File: config.mk
export PLATFORM = sky130hd
export DESIGN_NAME = elevator_scheduler
export DESIGN_NICKNAME = d
export VERILOG_FILES = /design/src/rtl/elevator_scheduler.sv
export SDC_FILE = /design/constraint.sdc
export NUM_CORES = 1
export LEC_CHECK = 0
export CAP_MARGIN = 0
export CELL_PAD_IN_SITES_DETAIL_PLACEMENT = 1
export CELL_PAD_IN_SITES_GLOBAL_PLACEMENT = 1
export CORE_MARGIN = 4
export CORE_UTILIZATION = 30
export CTS_BUF_LIST = sky130_fd_sc_hd__clkbuf_16
export CTS_CLUSTER_DIAMETER = 120
export DETAILED_ROUTE_END_ITERATION = 7
export MAX_ROUTING_LAYER = met4
export PLACE_DENSITY_LB_ADDON = 0.1
export SLEW_MARGIN = 10
export SYNTH_ARGS = -nofsm -noshare
export SYNTH_HDL_FRONTEND = slang
export SYNTH_SLANG_ARGS = --single-unit
export TNS_END_PERCENT = 10
File: constraint.sdc
create_clock -name clk -period 2.37 [get_ports clk]
set_input_delay 0.3555 -clock clk [delete_from_list [all_inputs] [get_ports clk]]
set_output_delay 0.3555 -clock clk [all_outputs]
set_load 0.02 [all_outputs]
File: src/rtl/elevator_scheduler.sv
// SCAN elevator controller: latches hall/car calls, tracks position from
// one-hot floor sensors, drives motor and a timed door.
module elevator_scheduler #(
    parameter int FLOORS      = 4,
    parameter int DOOR_CYCLES = 8,
    localparam int FW         = $clog2(FLOORS)
) (
    input  logic              clk,
    input  logic              reset,
    input  logic [FLOORS-1:0] sensor,
    input  logic [FLOORS-1:0] hall_up,
    input  logic [FLOORS-1:0] hall_dn,
    input  logic [FLOORS-1:0] car_call,
    output logic              up,
    output logic              down,
    output logic              stop,
    output logic              open_door,
    output logic [FW-1:0]     monitor,
    output logic              dir_up,
    output logic [FLOORS-1:0] pending
);

    typedef enum logic [1:0] {IDLE, MOVE_UP, MOVE_DN, DOOR_OPEN} state_e;

    localparam int CW = (DOOR_CYCLES > 1) ? $clog2(DOOR_CYCLES) : 1;
    localparam logic [CW-1:0] CNT_LOAD = CW'(DOOR_CYCLES - 1);
    localparam logic [FLOORS-1:0] BOT = {{(FLOORS-1){1'b0}}, 1'b1};
    localparam logic [FLOORS-1:0] TOP = {1'b1, {(FLOORS-1){1'b0}}};

    state_e            state_q, state_d;
    logic [FW-1:0]     monitor_q, monitor_d;
    logic              dir_q, dir_d;
    logic [CW-1:0]     cnt_q, cnt_d;
    logic [FLOORS-1:0] rq_up_q, rq_up_d;
    logic [FLOORS-1:0] rq_dn_q, rq_dn_d;
    logic [FLOORS-1:0] rq_car_q, rq_car_d;

    logic [FLOORS-1:0] req, fm_m, fm_s, fm_c;
    logic [FLOORS-1:0] blk_car, blk_up, blk_dn;
    logic [FLOORS-1:0] clr_car, clr_up, clr_dn;
    logic [FLOORS-1:0] up_in, dn_in;
    logic [FW-1:0]     sidx, clr_f;
    logic              svalid, here, above, below;
    logic              in_door, reload, clr_en;

    function automatic logic any_gt(input logic [FLOORS-1:0] r,
                                    input logic [FW-1:0] f);
        logic a;
        a = 1'b0;
        for (int i = 0; i < FLOORS; i++)
            if (FW'(i) > f && r[i]) a = 1'b1;
        return a;
    endfunction

    function automatic logic any_lt(input logic [FLOORS-1:0] r,
                                    input logic [FW-1:0] f);
        logic a;
        a = 1'b0;
        for (int i = 0; i < FLOORS; i++)
            if (FW'(i) < f && r[i]) a = 1'b1;
        return a;
    endfunction

    always_comb begin
        sidx = '0;
        for (int i = 0; i < FLOORS; i++)
            if (sensor[i]) sidx = FW'(i);
    end

    assign svalid    = $onehot(sensor);
    assign monitor_d = svalid ? sidx : monitor_q;
    assign req       = rq_up_q | rq_dn_q | rq_car_q;
    assign fm_m      = BOT << monitor_q;
    assign fm_s      = BOT << sidx;
    assign here      = |(req & fm_m);
    assign above     = any_gt(req, monitor_q);
    assign below     = any_lt(req, monitor_q);

    // Presses at the open door's floor hold the door instead of latching
    assign in_door = (state_q == DOOR_OPEN);
    assign blk_car = in_door ? fm_m : '0;
    assign blk_up  = (in_door && dir_q) ? fm_m : '0;
    assign blk_dn  = (in_door && !dir_q) ? fm_m : '0;
    assign up_in   = hall_up & ~TOP;
    assign dn_in   = hall_dn & ~BOT;
    assign reload  = (|(car_call & blk_car)) || (|(up_in & blk_up))
                  || (|(dn_in & blk_dn));

    always_comb begin
        state_d = state_q;
        dir_d   = dir_q;
        cnt_d   = cnt_q;
        clr_en  = 1'b0;
        clr_f   = monitor_q;
        unique case (state_q)
            IDLE: begin
                if (here) begin
                    state_d = DOOR_OPEN;
                    clr_en  = 1'b1;
                    cnt_d   = CNT_LOAD;
                end else if (above && (dir_q || !below)) begin
                    state_d = MOVE_UP;
                    dir_d   = 1'b1;
                end else if (below) begin
                    state_d = MOVE_DN;
                    dir_d   = 1'b0;
                end
            end
            MOVE_UP: begin
                if (svalid) begin
                    if ((|(rq_car_q & fm_s)) || (|(rq_up_q & fm_s))
                        || ((|(rq_dn_q & fm_s)) && !any_gt(req, sidx))) begin
                        state_d = DOOR_OPEN;
                        clr_en  = 1'b1;
                        clr_f   = sidx;
                        cnt_d   = CNT_LOAD;
                    end else if (sidx == FW'(FLOORS - 1)) begin
                        state_d = IDLE;
                    end
                end
            end
            MOVE_DN: begin
                if (svalid) begin
                    if ((|(rq_car_q & fm_s)) || (|(rq_dn_q & fm_s))
                        || ((|(rq_up_q & fm_s)) && !any_lt(req, sidx))) begin
                        state_d = DOOR_OPEN;
                        clr_en  = 1'b1;
                        clr_f   = sidx;
                        cnt_d   = CNT_LOAD;
                    end else if (sidx == '0) begin
                        state_d = IDLE;
                    end
                end
            end
            DOOR_OPEN: begin
                if (reload)
                    cnt_d = CNT_LOAD;
                else if (cnt_q == '0)
                    state_d = IDLE;
                else
                    cnt_d = cnt_q - 1'b1;
            end
            default: state_d = IDLE;
        endcase
    end

    assign fm_c    = BOT << clr_f;
    assign clr_car = clr_en ? fm_c : '0;
    assign clr_up  = (clr_en && (dir_q || !any_lt(req, clr_f))) ? fm_c : '0;
    assign clr_dn  = (clr_en && (!dir_q || !any_gt(req, clr_f))) ? fm_c : '0;

    // Clear wins over a same-edge press
    assign rq_car_d = (rq_car_q | (car_call & ~blk_car)) & ~clr_car;
    assign rq_up_d  = (rq_up_q | (up_in & ~blk_up)) & ~clr_up;
    assign rq_dn_d  = (rq_dn_q | (dn_in & ~blk_dn)) & ~clr_dn;

    always_ff @(posedge clk or negedge reset) begin
        if (!reset) begin
            state_q   <= IDLE;
            monitor_q <= '0;
            dir_q     <= 1'b1;
            cnt_q     <= '0;
            rq_up_q   <= '0;
            rq_dn_q   <= '0;
            rq_car_q  <= '0;
        end else begin
            state_q   <= state_d;
            monitor_q <= monitor_d;
            dir_q     <= dir_d;
            cnt_q     <= cnt_d;
            rq_up_q   <= rq_up_d;
            rq_dn_q   <= rq_dn_d;
            rq_car_q  <= rq_car_d;
        end
    end

    assign up        = (state_q == MOVE_UP);
    assign down      = (state_q == MOVE_DN);
    assign stop      = (state_q == IDLE) || (state_q == DOOR_OPEN);
    assign open_door = (state_q == DOOR_OPEN);
    assign monitor   = monitor_q;
    assign dir_up    = dir_q;
    assign pending   = req;

endmodule
==> results.json <==
{
  "status": "complete, but fails checks",
  "violations": "setup timing",
  "critPathCaptureType": "flip-flop",
  "grt_max_degree": 14,
  "cp-start-kind": "flip-flop",
  "num_io_pins": 29,
  "r2r_slack_ns": -0.32,
  "path_clk_slew_ns": 0.06,
  "antenna_found_initial": 0,
  "final_area_sq_mm": 0.00280,
  "clkLatencyLatePin_ns": 0.26,
  "syn_to_final_growth_pct": 58.2,
  "die_h_microns": 84.8,
  "synth_seq_cells": 20,
  "wirelength_mm": 6.95,
  "io_buffer_count": 26,
  "drc": 0,
  "dp_slack_ns": -1.13,
  "cts_tree": "built",
  "final-seq-area_sq_um": 502,
  "slew_headroom": 0.600,
  "arrival_ns": 2.87,
  "setup_viol": 17,
  "gr-usage-all-layers": 0.209,
  "drv_cap": 0,
  "ys_types": 56,
  "tightest_slew_ns": 0.598,
  "critPathKind": "reg2reg",
  "dp.cells": 356,
  "fin_tns_setup_ns": -3.55,
  "viasPerCell": 5.34,
  "maxSlewViolCount": 0,
  "rr_endpoint": "rq_up_q[2]",
  "cts_buffers": 3,
  "multi_input_area_sq_mm": 0.00129,
  "worstHoldPathType": "in2async",
  "gp_congestion": 0.873,
  "grt_overflow": 0,
  "r2r-start": "rq_car_q[2]",
  "start_util": 0.315,
  "r2r_cells": 11,
  "period_minus_slack_ns": 2.69,
  "nFillCells": 659,
  "synth.most_common_cell": "nor2_1",
  "placed_cell_area_sq_mm": 0.00251,
  "synth_edf_count": 0,
  "syn_area_sq_mm": 0.00177,
  "cts_max_level": 1,
  "clock-sinks": 20,
  "fin_worst_skew_ns": 0.00358,
  "diodes": 0,
  "p_leak_nw": 1.17,
  "cts_root_buf": "clkbuf_16",
  "rsz0062_at_grt": "yes",
  "row_count": 27,
  "syn_nets": 237,
  "yosysTopAreaCell": "dfrtp_1",
  "nNetsFinal": 322,
  "drtIter0Drc": 109,
  "worstPathRequired_ns": 2.55,
  "yosysSeqAreaShare": 0.284,
  "syn_avg_cell_area_sq_um": 8.46,
  "vias": 1949,
  "p_per_area_mw_per_mm2": 1110,
  "drive_gt1_frac": 0.389,
  "finalCritPeriodShare": 1.14,
  "finalNonFillerCells": 365,
  "ant_nets": 0,
  "max_freq_mhz": 372,
  "synth.top_cell.area_share": 0.269,
  "path_max_fanout": 4,
  "synth_top_flop_cell": "dfrtp_1",
  "die_x_microns": 84.8,
  "dr.pass1.iters": 4,
  "grt_pass1_vias": 2109,
  "die-area_sq_mm": 0.00719,
  "clk_path_buf_depth": 2,
  "finalHoldViolCount": 0,
  "grt_first_pass_wirelength_mm": 11.4,
  "async_flop_share": 1.00,
  "ys_warn_count": 0,
  "ys_top_cells_by_area": "dfrtp_1, ha_1, o21ai_0",
  "hpwlAfterDp_mm": 5.30,
  "setup_slack_ns": -0.321,
  "post_drt_wl_per_cell_microns": 19.0,
  "synth_common_cells": "nor2_1, dfrtp_1, o21ai_0",
  "vdd_drop_max_v": 0.000678,
  "synth_cells": 209,
  "core_region_area_sq_mm": 0.00561
}
-- worst max-delay path by stage --
stage	from	endpoint	slack, ns
3_3_place_gp	sensor[1]	rq_dn_q[0]	-1.13
3_5_place_dp	sensor[0]	rq_dn_q[0]	-1.13
4_1_cts	sensor[3]	rq_up_q[1]	-0.25
5_1_grt	rq_car_q[2]	rq_up_q[2]	-0.40
2_1_floorplan	sensor[1]	rq_up_q[2]	-0.46
6_report	rq_car_q[2]	rq_up_q[2]	-0.32
-- cell type report --
class                           count  share of cell area
Inverter                           22              0.0304
Multi-Input combinational cell    160               0.463
Clock inverter                      1              0.0107
Clock buffer                        3              0.0268
Timing Repair Buffer               87               0.257
Tap cell                           72              0.0322
Sequential cell                    20               0.179
-- cell families after synthesis --
| logic type | Yosys count | synth area share |
|---|---|---|
| DFF | 20 | 0.284 |
| AOI/OAI and AO/OA | 76 | 0.321 |
| and+or+nand+nor | 66 | 0.199 |
| adders and majority gates | 10 | 0.0750 |
| buffers and inverters | 29 | 0.0679 |
| muxes | 8 | 0.0538 |
-- stage by stage --
stage	total power, mW	util	hold WS, ns
final	3.09	0.499	0.453
after global routing	3.29	0.499	0.472
after CTS	3.03	0.491	0.473
after detailed placement	2.35	0.448	0.520
after global placement	2.32	0.448	0.516
after floorplan	1.58	-	0.0599
-- per-layer routing --
metal,track usage,vias up,wire length (microns)
li1,-,934,-
met1,0.274,976,3280
met2,0.344,33,3420
met3,0.0196,6,174
met4,0.0518,0,81
met5,-,-,0
-- worst max-delay path, cell delays in order (launching register included) --
cell and delay, ns:
dfrtp_1 0.41, nor3_4 0.23, inv_2 0.09, a222oi_1 0.47, a211oi_2 0.17, buf_4 0.18, o21ai_4 0.21, o22ai_2 0.14
a211oi_4 0.31, buf_6 0.17, o32ai_2 0.08, a21oi_1 0.15
-- sequential cells by signal (all words and copies together), names as in the netlist --
signal,cells
rq_car_q,4
rq_dn_q,4
rq_up_q,4
cnt_q,3
monitor,2
state_q,2
dir_up,1
-- repair_timing --
item / 4_1_cts / 5_1_grt
setup endpoints to repair: 17 / 17
hold endpoints to repair: 0 / 0
setup buffers: 4 / 1
pin swaps: 23 / 10
gates resized for setup: 38 / 9
hold buffers: 0 / 0
-- power by group --
group          switching (mW)  total (mW)  internal, mW
Combinational            1.15        2.08         0.937
Clock                   0.153       0.489         0.336
Sequential             0.0842       0.520         0.436
-- placed cells by master, fill, tap and decap left out, types with 2 or more instances in the layout --
| cell | count |
|---|---|
| nor2_1 | 16 |
| a21oi_1 | 14 |
| and2_1 | 2 |
| buf_6 | 2 |
| and2_4 | 2 |
| a211oi_1 | 4 |
| a222oi_1 | 2 |
| a31oi_1 | 4 |
| o22ai_2 | 2 |
| nand2_1 | 13 |
| inv_1 | 14 |
| clkdlybuf4s50_1 | 22 |
| o21ai_0 | 16 |
| nor3_2 | 2 |
| o21ai_1 | 2 |
| nor2_2 | 5 |
| mux2i_1 | 5 |
| a22oi_1 | 3 |
| o32ai_2 | 2 |
| nor2b_1 | 2 |
| buf_4 | 59 |
| mux2_2 | 2 |
| nor3_4 | 3 |
| o221ai_1 | 2 |
| nand3_1 | 5 |
| ha_1 | 7 |
| clkbuf_16 | 3 |
| o22ai_1 | 4 |
| inv_2 | 6 |
| dfrtp_1 | 19 |
| buf_2 | 2 |
| nor3_1 | 5 |
| a221oi_2 | 2 |
(Power assumes the default switching activity.)
